**src/rtl/ni_packetizer.sv**
```systemverilog
// PE-side network-interface injector: turns a message request plus a payload
// word stream into head/body/tail flits on the router PE channel, credit-gated.
module ni_packetizer #(
  parameter int FLIT_W    = 32,
  parameter int ADDR_W    = 4,
  parameter int LEN_W     = 4,
  parameter int BUF_DEPTH = 4
) (
  input  logic              clk,
  input  logic              rst,
  input  logic              pe_req_valid,
  output logic              pe_req_ready,
  input  logic [ADDR_W-1:0] pe_dst_x,
  input  logic [ADDR_W-1:0] pe_dst_y,
  input  logic [LEN_W-1:0]  pe_len,
  input  logic              pe_data_valid,
  input  logic [FLIT_W-1:0] pe_data,
  output logic              pe_data_ready,
  input  logic              credit_in,
  output logic [FLIT_W-1:0] flit_out,
  output logic              flit_valid,
  output logic [1:0]        flit_type,
  output logic              busy,
  output logic              credit_err
);

  localparam int CRED_W = $clog2(BUF_DEPTH + 1);
  localparam int PAD_W  = FLIT_W - 2 * ADDR_W - LEN_W;
  localparam logic [CRED_W-1:0] CRED_MAX = CRED_W'(BUF_DEPTH);

  typedef enum logic [1:0] {
    IDLE,
    HEAD,
    BODY
  } state_t;

  typedef enum logic [1:0] {
    FT_BODY   = 2'b00,
    FT_HEAD   = 2'b01,
    FT_TAIL   = 2'b10,
    FT_SINGLE = 2'b11
  } ftype_t;

  state_t              state;
  logic [CRED_W-1:0]   credits;
  logic [LEN_W-1:0]    remaining;
  logic [ADDR_W-1:0]   dst_x_q;
  logic [ADDR_W-1:0]   dst_y_q;
  logic [LEN_W-1:0]    len_q;

  logic                has_credit;
  logic                req_fire;
  logic                head_launch;
  logic                body_launch;
  logic                launch;
  logic                last_word;
  logic [FLIT_W-1:0]   header;

  // Handshake outputs depend only on registered state, never on the
  // same-cycle valids, so there is no combinational path back to the PE.
  assign has_credit    = (credits != '0);
  assign pe_req_ready  = (state == IDLE);
  assign pe_data_ready = (state == BODY) && has_credit;
  assign busy          = (state != IDLE);

  assign req_fire    = pe_req_valid && pe_req_ready;
  assign head_launch = (state == HEAD) && has_credit;
  assign body_launch = pe_data_valid && pe_data_ready;
  assign launch      = head_launch || body_launch;
  assign last_word   = (remaining == LEN_W'(1));
  assign header      = {dst_x_q, dst_y_q, len_q, {PAD_W{1'b0}}};

  // NOTE: every register below uses non-blocking assignment so all state
  // updates see the pre-edge values, independent of block ordering.
  always_ff @(posedge clk or negedge rst) begin
    if (!rst) begin
      state     <= IDLE;
      remaining <= '0;
      dst_x_q   <= '0;
      dst_y_q   <= '0;
      len_q     <= '0;
    end else begin
      unique case (state)
        IDLE: begin
          if (req_fire) begin
            dst_x_q <= pe_dst_x;
            dst_y_q <= pe_dst_y;
            len_q   <= pe_len;
            state   <= HEAD;
          end
        end
        HEAD: begin
          if (has_credit) begin
            if (len_q == '0) begin
              state <= IDLE;
            end else begin
              remaining <= len_q;
              state     <= BODY;
            end
          end
        end
        BODY: begin
          if (body_launch) begin
            remaining <= remaining - LEN_W'(1);
            if (last_word) state <= IDLE;
          end
        end
        default: state <= IDLE;
      endcase
    end
  end

  // Flit register: loaded only on launch, so data and type hold when invalid.
  always_ff @(posedge clk or negedge rst) begin
    if (!rst) begin
      flit_valid <= 1'b0;
      flit_out   <= '0;
      flit_type  <= '0;
    end else begin
      flit_valid <= launch;
      if (head_launch) begin
        flit_out  <= header;
        flit_type <= (len_q == '0) ? FT_SINGLE : FT_HEAD;
      end else if (body_launch) begin
        flit_out  <= pe_data;
        flit_type <= last_word ? FT_TAIL : FT_BODY;
      end
    end
  end

  // Credit counter mirrors free router buffer slots; a return while already
  // full means the router and this counter disagree, which is latched.
  always_ff @(posedge clk or negedge rst) begin
    if (!rst) begin
      credits    <= CRED_MAX;
      credit_err <= 1'b0;
    end else begin
      unique case ({launch, credit_in})
        2'b10: credits <= credits - CRED_W'(1);
        2'b01: begin
          if (credits == CRED_MAX) credit_err <= 1'b1;
          else                     credits    <= credits + CRED_W'(1);
        end
        default: ;
      endcase
    end
  end

endmodule

```
**config.mk**
```make
export PLATFORM = sky130hd
export DESIGN_NAME = ni_packetizer
export DESIGN_NICKNAME = d
export VERILOG_FILES = /design/src/rtl/ni_packetizer.sv
export SDC_FILE = /design/constraint.sdc
export NUM_CORES = 1
export LEC_CHECK = 0
export BUFFER_PORTS_ARGS = -buffer_cell sky130_fd_sc_hd__buf_2
export CAP_MARGIN = 20
export CORE_UTILIZATION = 45
export DETAILED_ROUTE_END_ITERATION = 8
export GPL_ROUTABILITY_DRIVEN = 0
export GPL_TIMING_DRIVEN = 0
export PLACE_DENSITY = 0.87
export SYNTH_ARGS = -nofsm -noshare
export SYNTH_HDL_FRONTEND = slang
export SYNTH_SLANG_ARGS = --single-unit
```
**constraint.sdc**
```tcl
create_clock -name clk -period 2.1 [get_ports clk]
set_input_delay 0.42 -clock clk [delete_from_list [all_inputs] [get_ports clk]]
set_output_delay 0.42 -clock clk [all_outputs]
set_load 0.05 [all_outputs]
```
After elaboration in Yosys (flattened, before gate mapping). Cells that the tools add are included.

Flip-flop bits (word level): 57. Bits in latches: 0. RAM bits: 0. Memory bits (read-only): 0. Input bits: 49. Logic and storage cells: 60. Memories: 0.

Add/sub/neg operators: 3. Multiply operators: 0. Div/mod/pow operators: 0. Magnitude comparators: 0. Equality and inequality tests: 12. Shifts and indexed selects: 0. Mux-type cells: 18. Bitwise operators: 0. Reductions and logical operators: 17.

Operators by type and width (number): two-way mux 32 bit (2); two-way mux 2 bit (9); two-way mux 4 bit (3); != test 2 bit, second input constant (5); one-hot mux 4 bit (2 select lines) (1); AND reduction 4 bit (2); nonzero test 2 bit (4); one-hot mux 2 bit (3 select lines) (1); one-hot mux 3 bit (2 select lines) (1); AND reduction 2 bit (3); equality test 2 x 1 -> 1 bit, second input constant (2); equality test 2 bit, second input constant (2); equality test 4 x 1 -> 1 bit, second input constant (1); logical AND 1 bit (4); logical NOT 4 bit (1); subtractor 4 x 1 -> 4 bit, second input constant (1); adder 3 x 1 -> 3 bit, second input constant (1); equality test 3 bit, second input constant (1); two-way mux 3 bit (1); nonzero test 3 bit (1); subtractor 3 x 1 -> 3 bit, second input constant (1); logical NOT 2 bit (1); != test 2 x 1 -> 1 bit, second input constant (1); logical OR 1 bit (1).

Depth between registers and ports, before layout. Gate-level depths: netlist of run 1.

Depth after elaboration: 7. Depth in mapped cells: 10. Mapped depth without buffers: 8.

Worst setup path before layout of run 1. Ideal clock, no wire load.

Path kind: flip-flop to flip-flop. Start point: register credits[0]. End point: register credits[1]. Library setup time: 123 ps. Arrival: 2110 ps. Required time: 1977 ps. Slack: -133 ps. Stages on the path, launching flop included: 9. Buffers on the path: 2. Cell sequence: dfrtp_1 -> or3_1 -> buf_6 -> nand2_4 -> buf_2 -> nand2_1 -> fa_1 -> o221a_2 -> o221a_2.

Word-level cells in the longest chain between the ends: 7. Elaborated cells on any way between the ends: 15. Classes of those cells: add/sub (2); eq/ne (4); mux (2); reduce/logical (7).

Ends and longest elaborated chain: start, declared (RTL line 45) `logic [CRED_W-1:0] credits;`; start signal, assigned (RTL line 139) `2'b10: credits <= credits - CRED_W'(1);`; start signal, assigned (RTL line 142) `else credits <= credits + CRED_W'(1);`; nonzero test 3 bit (RTL line 61) `assign has_credit = (credits != '0);`; logical AND 1 bit (RTL line 63) `assign pe_data_ready = (state == BODY) && has_credit;`; logical AND 1 bit (RTL line 68) `assign body_launch = pe_data_valid && pe_data_ready;`; logical OR 1 bit (RTL line 69) `assign launch = head_launch || body_launch;`; equality test 2 x 1 -> 1 bit / equality test 2 bit (equally long branches) (RTL line 138) `unique case ({launch, credit_in})`; != test 2 bit (no line) / nonzero test 2 bit (equally long branches); AND reduction 2 bit (no line).

Parallel ways exist; a longest one is shown, timed or not. The select of a mux whose other input is x is not followed. A chain may end at the register's enable or synchronous reset.

Worst setup path in the final report of run 1.
Start point: register credits[2]. End point: register credits[1].

The elaborated chain is that of the path after synthesis.

==> run summary, run 1 <==
The run finished with clean final reports. The run gives 1.639 nW as the reported leakage power. In this run the deepest clock path goes through 2 buffers. The via count normalized by instance count was 5.242; the synthesis-to-layout area growth was 32.36%.

For the number of global-route vias before repair, the log shows 2100. In this run the critical register-to-register path is captured at credits[1]$_DFFE_PN0P_. The startpoint of the worst-slack reg-to-reg timing path was credits[2]$_DFFE_PN1P_. Power spread over the standard cell area amounts to 1975 nW/µm². The mux contribution to synthesized area was 6.126%; the fraction of the mapped netlist area in simple logic gates was 13.14%. Of the total power, combinational logic draws 54.2%. Dividing the final minimum period by the clock period gives 97.66%.

The worst hold path belongs to the class input pin to async pin. For the count of unresolved DRC violations after routing, the log shows 0. The required time of the worst setup path came out at 2.36 ns. The worst-case IR drop observed on VDD is 1.015 mV.

Sequential cells account for 29.6% of the total power. Launching element type of the critical path: a flop. The filler cells instantiated in the layout total 442.

The run gives 0 as the number of routed nets with antenna violations. Clock-pin slew was measured on the worst setup and hold paths at 0.06 ns. Total routing usage reported by global routing: 20.54%.

CTS placed an instance of sky130_fd_sc_hd__clkbuf_8 at the clock tree root. The clock network accounts for 16.3% of the total power. A synthesized cell averages 11.67 µm². Sequential elements use 56.37% of the synthesized area.

The internal power of the cells was 0.003517 W. The run gives 2.31 ns as the data arrival time of the worst path. The number of enable-type register cells in the synthesized netlist is 0, and the count of cells along the worst register-to-register path is 8.

The most used flip-flop cell after synthesis is sky130_fd_sc_hd__dfrtp_1. The detailed router placed 2055 vias in this run. The region available for standard cell placement spans 5270 µm².

Post-detailed-placement half-perimeter wirelength: 4017 µm. The post-synthesis async set-or-reset flop share is 100.0%, and the count of final max-slew check failures is 0. The synthesized-area fraction occupied by ao, oa, aoi and oai cells came out at 17.00%.

During I/O placement, the number of pins put on the boundary was 88. The register-to-register setup slack is 0.05 ns, and the detail-routed net length per standard cell is 14.53 µm. The number of buffers added on ports is 87. The total die area is 5931 µm². The total grt overflow was 0; the adder-cell share of the synthesized area was 1.779%. By area, the combinational part of the netlist is dominated by compound AO/OA/AOI/OAI gates.

Of the cells placed in the final design, the portion with a size suffix greater than 1 is 46.27%. The number of setup violations in the final report came out at 0. The number of CTS-inserted buffers is 9, and the highest net fanout along the worst path is 7. Yosys printed 0 warnings. The worst slack at placement was -0.2450 ns. Final hold analysis gives a worst-case slack of 0.01241 ns.

In this run, the number of DRC markers left after iteration 0 of detailed routing was 180. The number of nets in the synthesized netlist is 269. After Yosys synthesis, XOR and XNOR cells account for 0.6917% of the synthesized area. Measured against its own limit, the worst slew margin works out to 62.15%. In the layout the commonest cells are 88 x sky130_fd_sc_hd__buf_2, 54 x sky130_fd_sc_hd__dfrtp_1, 35 x sky130_fd_sc_hd__nor2_1. The run gives 217 as the synthesized instance count. 0 antenna diodes ended up in the layout. Yosys mapped the design onto 50 distinct sky130hd cell types.

The total wirelength of the detailed-routed design is 5694 µm. STA classifies the critical path endpoint as a flop. Entering global routing, the biggest net connects 42 pins. Commonest non-fill, non-tap cell in the layout: sky130_fd_sc_hd__buf_2. The row count was 26. The maximum clock frequency was 487.6 MHz. In this run the cell area of the synthesized design comes to 2532 µm².

Of the total power, the share spent switching nets is 46.87%. Cells fill 63.60% of the core in the end. The type of the setup path with the least slack was flop to flop. For the final database, setup skew stands at 0.007211 ns. The starting density of the core was 48.05%; the post-layout net count was 369. The logs give 0 for the initial antenna violation count and 0 for the number of hold violations in the final report. The register bit count reported by yosys is 57.

The tools report the count of H-tree levels built during CTS as 3. The clock net in this run drives a total of 57 sinks. The first detailed-routing pass took 4 iterations.

The later pin in the worst-skew pair is clocked with a latency of 0.32 ns. Across the run, the number of max-cap violations was 0. The first global-routing pass estimated 9439 µm of wire.

TritonCTS built the clock tree. After layout, the worst setup slack is 0.04908 ns. Summed over all nets, the switching power comes to 0.003103 W.

The time the worst path needs with I/O delays and setup is 2.051 ns. The die is 77.02 µm tall. For the pin with the worst max-slew slack, the measured transition is 0.5625 ns.

The die is 77.02 µm wide.
==> metrics by stage <==
step | instance area (µm²) | TNS [ns] | total power (W) | cells
CTS | 3332 | 0 | 0.006609 | 393
floorplan | 2540 | -0.09155 | 0.004629 | 217
global route | 3352 | -0.005912 | 0.007030 | 392
finish | 3352 | 0 | 0.006620 | 392
global placement | 3063 | -0.3372 | 0.005296 | 374
detailed placement | 3083 | -0.4182 | 0.005431 | 375
==> timing repair <==
item                                    CTS  global route
endpoints found under the setup margin    2             3
pin swaps                                 1             1
resized for setup                         8             5
buffers inserted                          3             0
hold buffers                              0             0
==> critical path, stage by stage, from the launching register on <==
cell                      delay, ns
sky130_fd_sc_hd__dfstp_2       0.37
sky130_fd_sc_hd__buf_6         0.12
sky130_fd_sc_hd__or3_4         0.36
sky130_fd_sc_hd__buf_6         0.14
sky130_fd_sc_hd__nand2_8       0.05
sky130_fd_sc_hd__nand2_2       0.06
sky130_fd_sc_hd__fa_2          0.56
sky130_fd_sc_hd__o221a_2       0.17
sky130_fd_sc_hd__o221a_2       0.17
==> state kept, by name, indices dropped and copies added (netlist names) <==
| register | cells |
|---|---|
| dst_x_q | 4 |
| credit_err | 1 |
| state | 2 |
| remaining | 4 |
| flit_type | 2 |
| len_q | 4 |
| flit_out | 32 |
| credits | 3 |
| flit_valid | 1 |
| dst_y_q | 4 |
==> per-layer routing <==
layer	GRT usage [%]	routed length, µm	vias up
met3	4.167	324	8
met2	33.04	2756	80
li1	-	-	991
met1	26.54	2536	976
met5	0	0	-
met4	9.811	76	0
==> cell usage after synthesis, types with 2 or more instances <==
cell type / n / area share (%)
sky130_fd_sc_hd__buf_6: 4 / 1.8
sky130_fd_sc_hd__mux2i_1: 2 / 0.79
sky130_fd_sc_hd__o21ai_0: 5 / 0.99
sky130_fd_sc_hd__buf_4: 3 / 0.89
sky130_fd_sc_hd__nor2_1: 35 / 5.2
sky130_fd_sc_hd__o22ai_1: 12 / 3.0
sky130_fd_sc_hd__nand2b_1: 2 / 0.49
sky130_fd_sc_hd__mux2_2: 11 / 4.9
sky130_fd_sc_hd__ha_1: 2 / 0.99
sky130_fd_sc_hd__o2bb2ai_1: 2 / 0.69
sky130_fd_sc_hd__dfrtp_1: 56 / 55
sky130_fd_sc_hd__o221a_2: 2 / 0.89
sky130_fd_sc_hd__nand2_4: 2 / 0.89
sky130_fd_sc_hd__a21boi_0: 2 / 0.59
sky130_fd_sc_hd__clkbuf_1: 4 / 0.59
sky130_fd_sc_hd__nor3_1: 2 / 0.40
sky130_fd_sc_hd__nor4_1: 2 / 0.49
sky130_fd_sc_hd__a31oi_1: 2 / 0.49
sky130_fd_sc_hd__inv_1: 6 / 0.89
sky130_fd_sc_hd__buf_2: 3 / 0.59
sky130_fd_sc_hd__a21oi_1: 7 / 1.4
sky130_fd_sc_hd__a22o_1: 20 / 6.9
sky130_fd_sc_hd__nand2_1: 4 / 0.59
==> power by group through the flow <==
stage                     combinational [W]  sequential (W)  clock, W
final                               0.00359         0.00196   0.00108
after global routing                0.00385         0.00202   0.00115
after CTS                           0.00356         0.00195   0.00110
after detailed placement            0.00346         0.00198         0
after global placement              0.00334         0.00196         0
after floorplan                     0.00166         0.00297         0
==> final cells by class <==
type                    count  area, µm²  share of cell area (%)
flip-flops and latches     57       1430                   42.67
multi-input cells         139       1028                   30.68
well taps                  70      87.58                   2.613
inverters                   7      26.28                  0.7839
plain buffers              12      88.84                   2.650
repair buffers             91      480.5                   14.33
clock buffers              10      127.6                   3.807
clock inverters             6      82.58                   2.464
==> worst max-delay path by stage <==
| stage | startpoint | endpoint | slack, ns |
|---|---|---|---|
| global placement | credits[0]$_DFFE_PN0P_ | credits[2]$_DFFE_PN1P_ | -0.18 |
| floorplan | credits[0]$_DFFE_PN0P_ | credits[1]$_DFFE_PN0P_ | -0.05 |
| finish | credits[2]$_DFFE_PN1P_ | credits[1]$_DFFE_PN0P_ | 0.05 |
| CTS | credits[2]$_DFFE_PN1P_ | credits[1]$_DFFE_PN0P_ | 0.02 |
| global route | credits[2]$_DFFE_PN1P_ | credits[2]$_DFFE_PN1P_ | -0.006 |
| detailed placement | credits[0]$_DFFE_PN0P_ | credits[2]$_DFFE_PN1P_ | -0.25 |
==> logic make-up after synthesis <==
family / Yosys count
compound gates: 58
simple gates: 62
flops: 57
fa+ha+maj: 3
buf+inv: 21
mux: 14
xor+xnor: 2
Power figures use the tool's default switching activity.
==> inputs of run 2 (changes only) <==
--- a/config.mk
+++ b/config.mk
@@ -10,8 +10,7 @@
 export CORE_UTILIZATION = 45
 export DETAILED_ROUTE_END_ITERATION = 8
 export GPL_ROUTABILITY_DRIVEN = 0
-export GPL_TIMING_DRIVEN = 0
-export PLACE_DENSITY = 0.87
+export PLACE_DENSITY = 0.84
 export SYNTH_ARGS = -nofsm -noshare
 export SYNTH_HDL_FRONTEND = slang
 export SYNTH_SLANG_ARGS = --single-unit
==> constraint.sdc (replaced) <==
create_clock -name clk -period 2.3 [get_ports clk]
set_input_delay 0.46 -clock clk [delete_from_list [all_inputs] [get_ports clk]]
set_output_delay 0.46 -clock clk [all_outputs]
set_load 0.05 [all_outputs]
==> run 2 against run 1 <==
  * Register-to-register slack better by 0.12 ns
  * Total power is 12% lower
  * Largest power group unchanged
  * Clock power is 9.7% lower
  * Clock skew is 0.0046 ns higher
  * Core utilization is 2.4 points lower
  * Die area stayed put
  * First-iteration DRC count is 24% lower
  * Global-route usage is 0.18 points lower
  * Sequential cell count stayed put
==> run summary, run 2 (same netlist as run 1, synthesis figures left out) <==
The headroom to the max-slew limit was 61.09%. The launch point of the critical path is state[1]$_DFFE_PN0P_. The tree built by TritonCTS fans out to 57 sinks. Horizontal die dimension: 77.02 µm. The tools report the length of the first detailed-routing pass in iterations as 5.

The post-route worst hold slack was 0.06497 ns; the count of buffer and inverter cells on the critical path was 0. The tool flagged a number of max-cap violations equal to 0. The design draws 0.005799 W.

Once detail routing completed, the nets flagged for antenna violations numbered 0. The routed design has 5563 µm of wire. Leaving out fill and tap cells, the most frequent cells in the layout are 87 x sky130_fd_sc_hd__buf_2, 55 x sky130_fd_sc_hd__dfrtp_1, 35 x sky130_fd_sc_hd__nor2_1. The first global-routing pass estimated 9204 µm of wire. Clock tree synthesis selected as its root buffer the cell sky130_fd_sc_hd__clkbuf_8. The logs give 2 for the buffer levels on the longest clock path and 20.36% for the total routing usage reported by global routing.

The worst setup path is launched from a flop. The kind of path behind the tightest hold check is input pin to async pin. The post-detailed-placement half-perimeter wirelength was 3900 µm; the number of fill cells in the layout was 441.

Setup violations remaining at the end of the flow were counted as 0. The ratio of final minimum period to clock period is 92.52%. The die covers 5931 µm².

For this run the aggregate overflow at the end of global routing stands at 0. The register with the most flip-flops in the layout has 32 of them. The total via count in the routed design was 2040; the final non-filler cell total was 382. The worst IR drop on VDD is 0.7137 mV. For the data arrival time of the worst path, the log shows 2.36 ns.

The detail-routed net length per standard cell is 14.56 µm, and the count of unresolved DRC violations after routing is 0. The post-layout net count was 359; the number of antenna cells inserted was 0. The power per standard cell area came out at 1799 nW/µm². After clock tree synthesis, the setup repair step added 0 buffers. Entering global routing, the biggest net connects 26 pins. The count of final max-slew check failures was 0; the number of buffers added on ports was 87.

The commonest non-fill, non-tap cell in the layout was sky130_fd_sc_hd__buf_2. The kind of cell with the highest combined delay along the critical path is simple AND/OR/NAND/NOR gates. After floorplanning, the core was divided into 26 placement rows. The die is 77.02 µm tall. The logs give 1977 for the number of global-route vias before repair and 2.53 ns for the required time of the worst setup path. The tools report the setup clock skew after layout as 0.01176 ns. Type of the setup path with the least slack: flop to flop. Clock tree synthesis inserted a total of 9 buffers. The I/O pin count is 88. The highest net fanout along the worst path works out to 10. Worst stage delay on the critical path: 0.48 ns. The critical path endpoint category is a flop. The maximum clock frequency is 470.0 MHz.

The total negative slack for setup checks came out at 0 ns. Once the clock tree was built, the resizer swapped 0 gates to a different size. The clock-pin slew on the worst setup and hold paths was 0.07 ns; the share of layout cells above drive strength 1 was 43.27%. The via count normalized by instance count works out to 5.340. Once placement finished, the instance area stood at 3003 µm². For the post-route cell area, the log shows 3224 µm². The flow ran to the end, and the final reports show no timing, DRC or antenna violations.

In this run, placement finished with an instance count of 366. The slew at the pin with the worst max-slew slack came out at 0.5783 ns. Setup slack on the worst reg-to-reg path comes out at 0.17 ns. At the later pin of the worst-skew pair, clock insertion delay measures 0.32 ns.

Setup repair after global routing left no endpoint under its margin. The critical path goes through nand2b_1 > nand2_2 > nand2_4 > nand2_1 > fa_1 > nand4_1 > a21boi_0 > o221ai_1. The initial antenna violation count was 0.

The cell with the largest stage delay on the worst path is sky130_fd_sc_hd__dfrtp_2. The number of hold violations in the final report was 0; the synthesis-to-layout area growth was 27.32%. In this run the standard cell core region covers 5270 µm².

Post-cts hold buffer count: 0. The time the worst path needs with I/O delays and setup works out to 2.128 ns. For the starting density of the core, the log shows 48.05%. The register with the most flip-flops in the final layout is flit_out.

The reported leakage power is 1.587 nW. In this run the critical register-to-register path is launched from state[1]$_DFFE_PN0P_. TritonCTS built the clock tree. The H-tree was split into 3 levels. The tools report the iteration-0 DRC count of the detailed router as 137.
==> run 2: cell count changes in the layout (fill, tap and decap cells not counted), sizes merged <==
cell and delta:
clkinv -2, clkinvlp +1, buf -7, clkbuf -1, bufinv -1
==> run 2: cell type report <==
cell class	count	area (µm²)	area share, %
clock inverters	4	50.05	1.552
well taps	70	87.58	2.716
multi-input cells	139	985.9	30.58
repair buffers	93	480.5	14.90
inverters	7	26.28	0.8149
clock buffers	12	165.2	5.122
flip-flops and latches	57	1429	44.32
==> run 2: stage by stage <==
stage,utilization [%],worst slack [ns]
5_1_grt,61.18,0.07354
4_1_cts,61.06,0.05075
2_1_floorplan,-,0.06688
6_report,61.18,0.1721
3_3_place_gp,56.98,0.1355
3_5_place_dp,56.98,0.06386
==> run 2: path summary, 6_finish.rpt <==
| check | to | cells past startpoint |
|---|---|---|
| min reg2reg | credit_err$_DFFE_PN0P_ | 1 |
| min in group clk | flit_out[16]$_DFFE_PN0P_ | 2 |
| min | flit_out[16]$_DFFE_PN0P_ | 1 |
| max | credits[2]$_DFFE_PN1P_ | 8 |
| max in group asynchronous | len_q[2]$_DFFE_PN0P_ | 2 |
| max reg2reg | credits[2]$_DFFE_PN1P_ | 8 |
==> run 2: where the power goes <==
group	internal (W)	switching, W	leakage (nW)
logic	0.000965	0.00202	0.797
registers	0.00149	0.000347	0.685
clock network	0.000587	0.000389	0.105
==> run 2: layer usage <==
metal	share of wire [%]	vias up	global-route usage [%]
met5	0	-	0
met4	0.86	0	11.32
li1	-	962	-
met1	43	1000	25.21
met2	50	74	32.68
met3	5.9	4	4.881
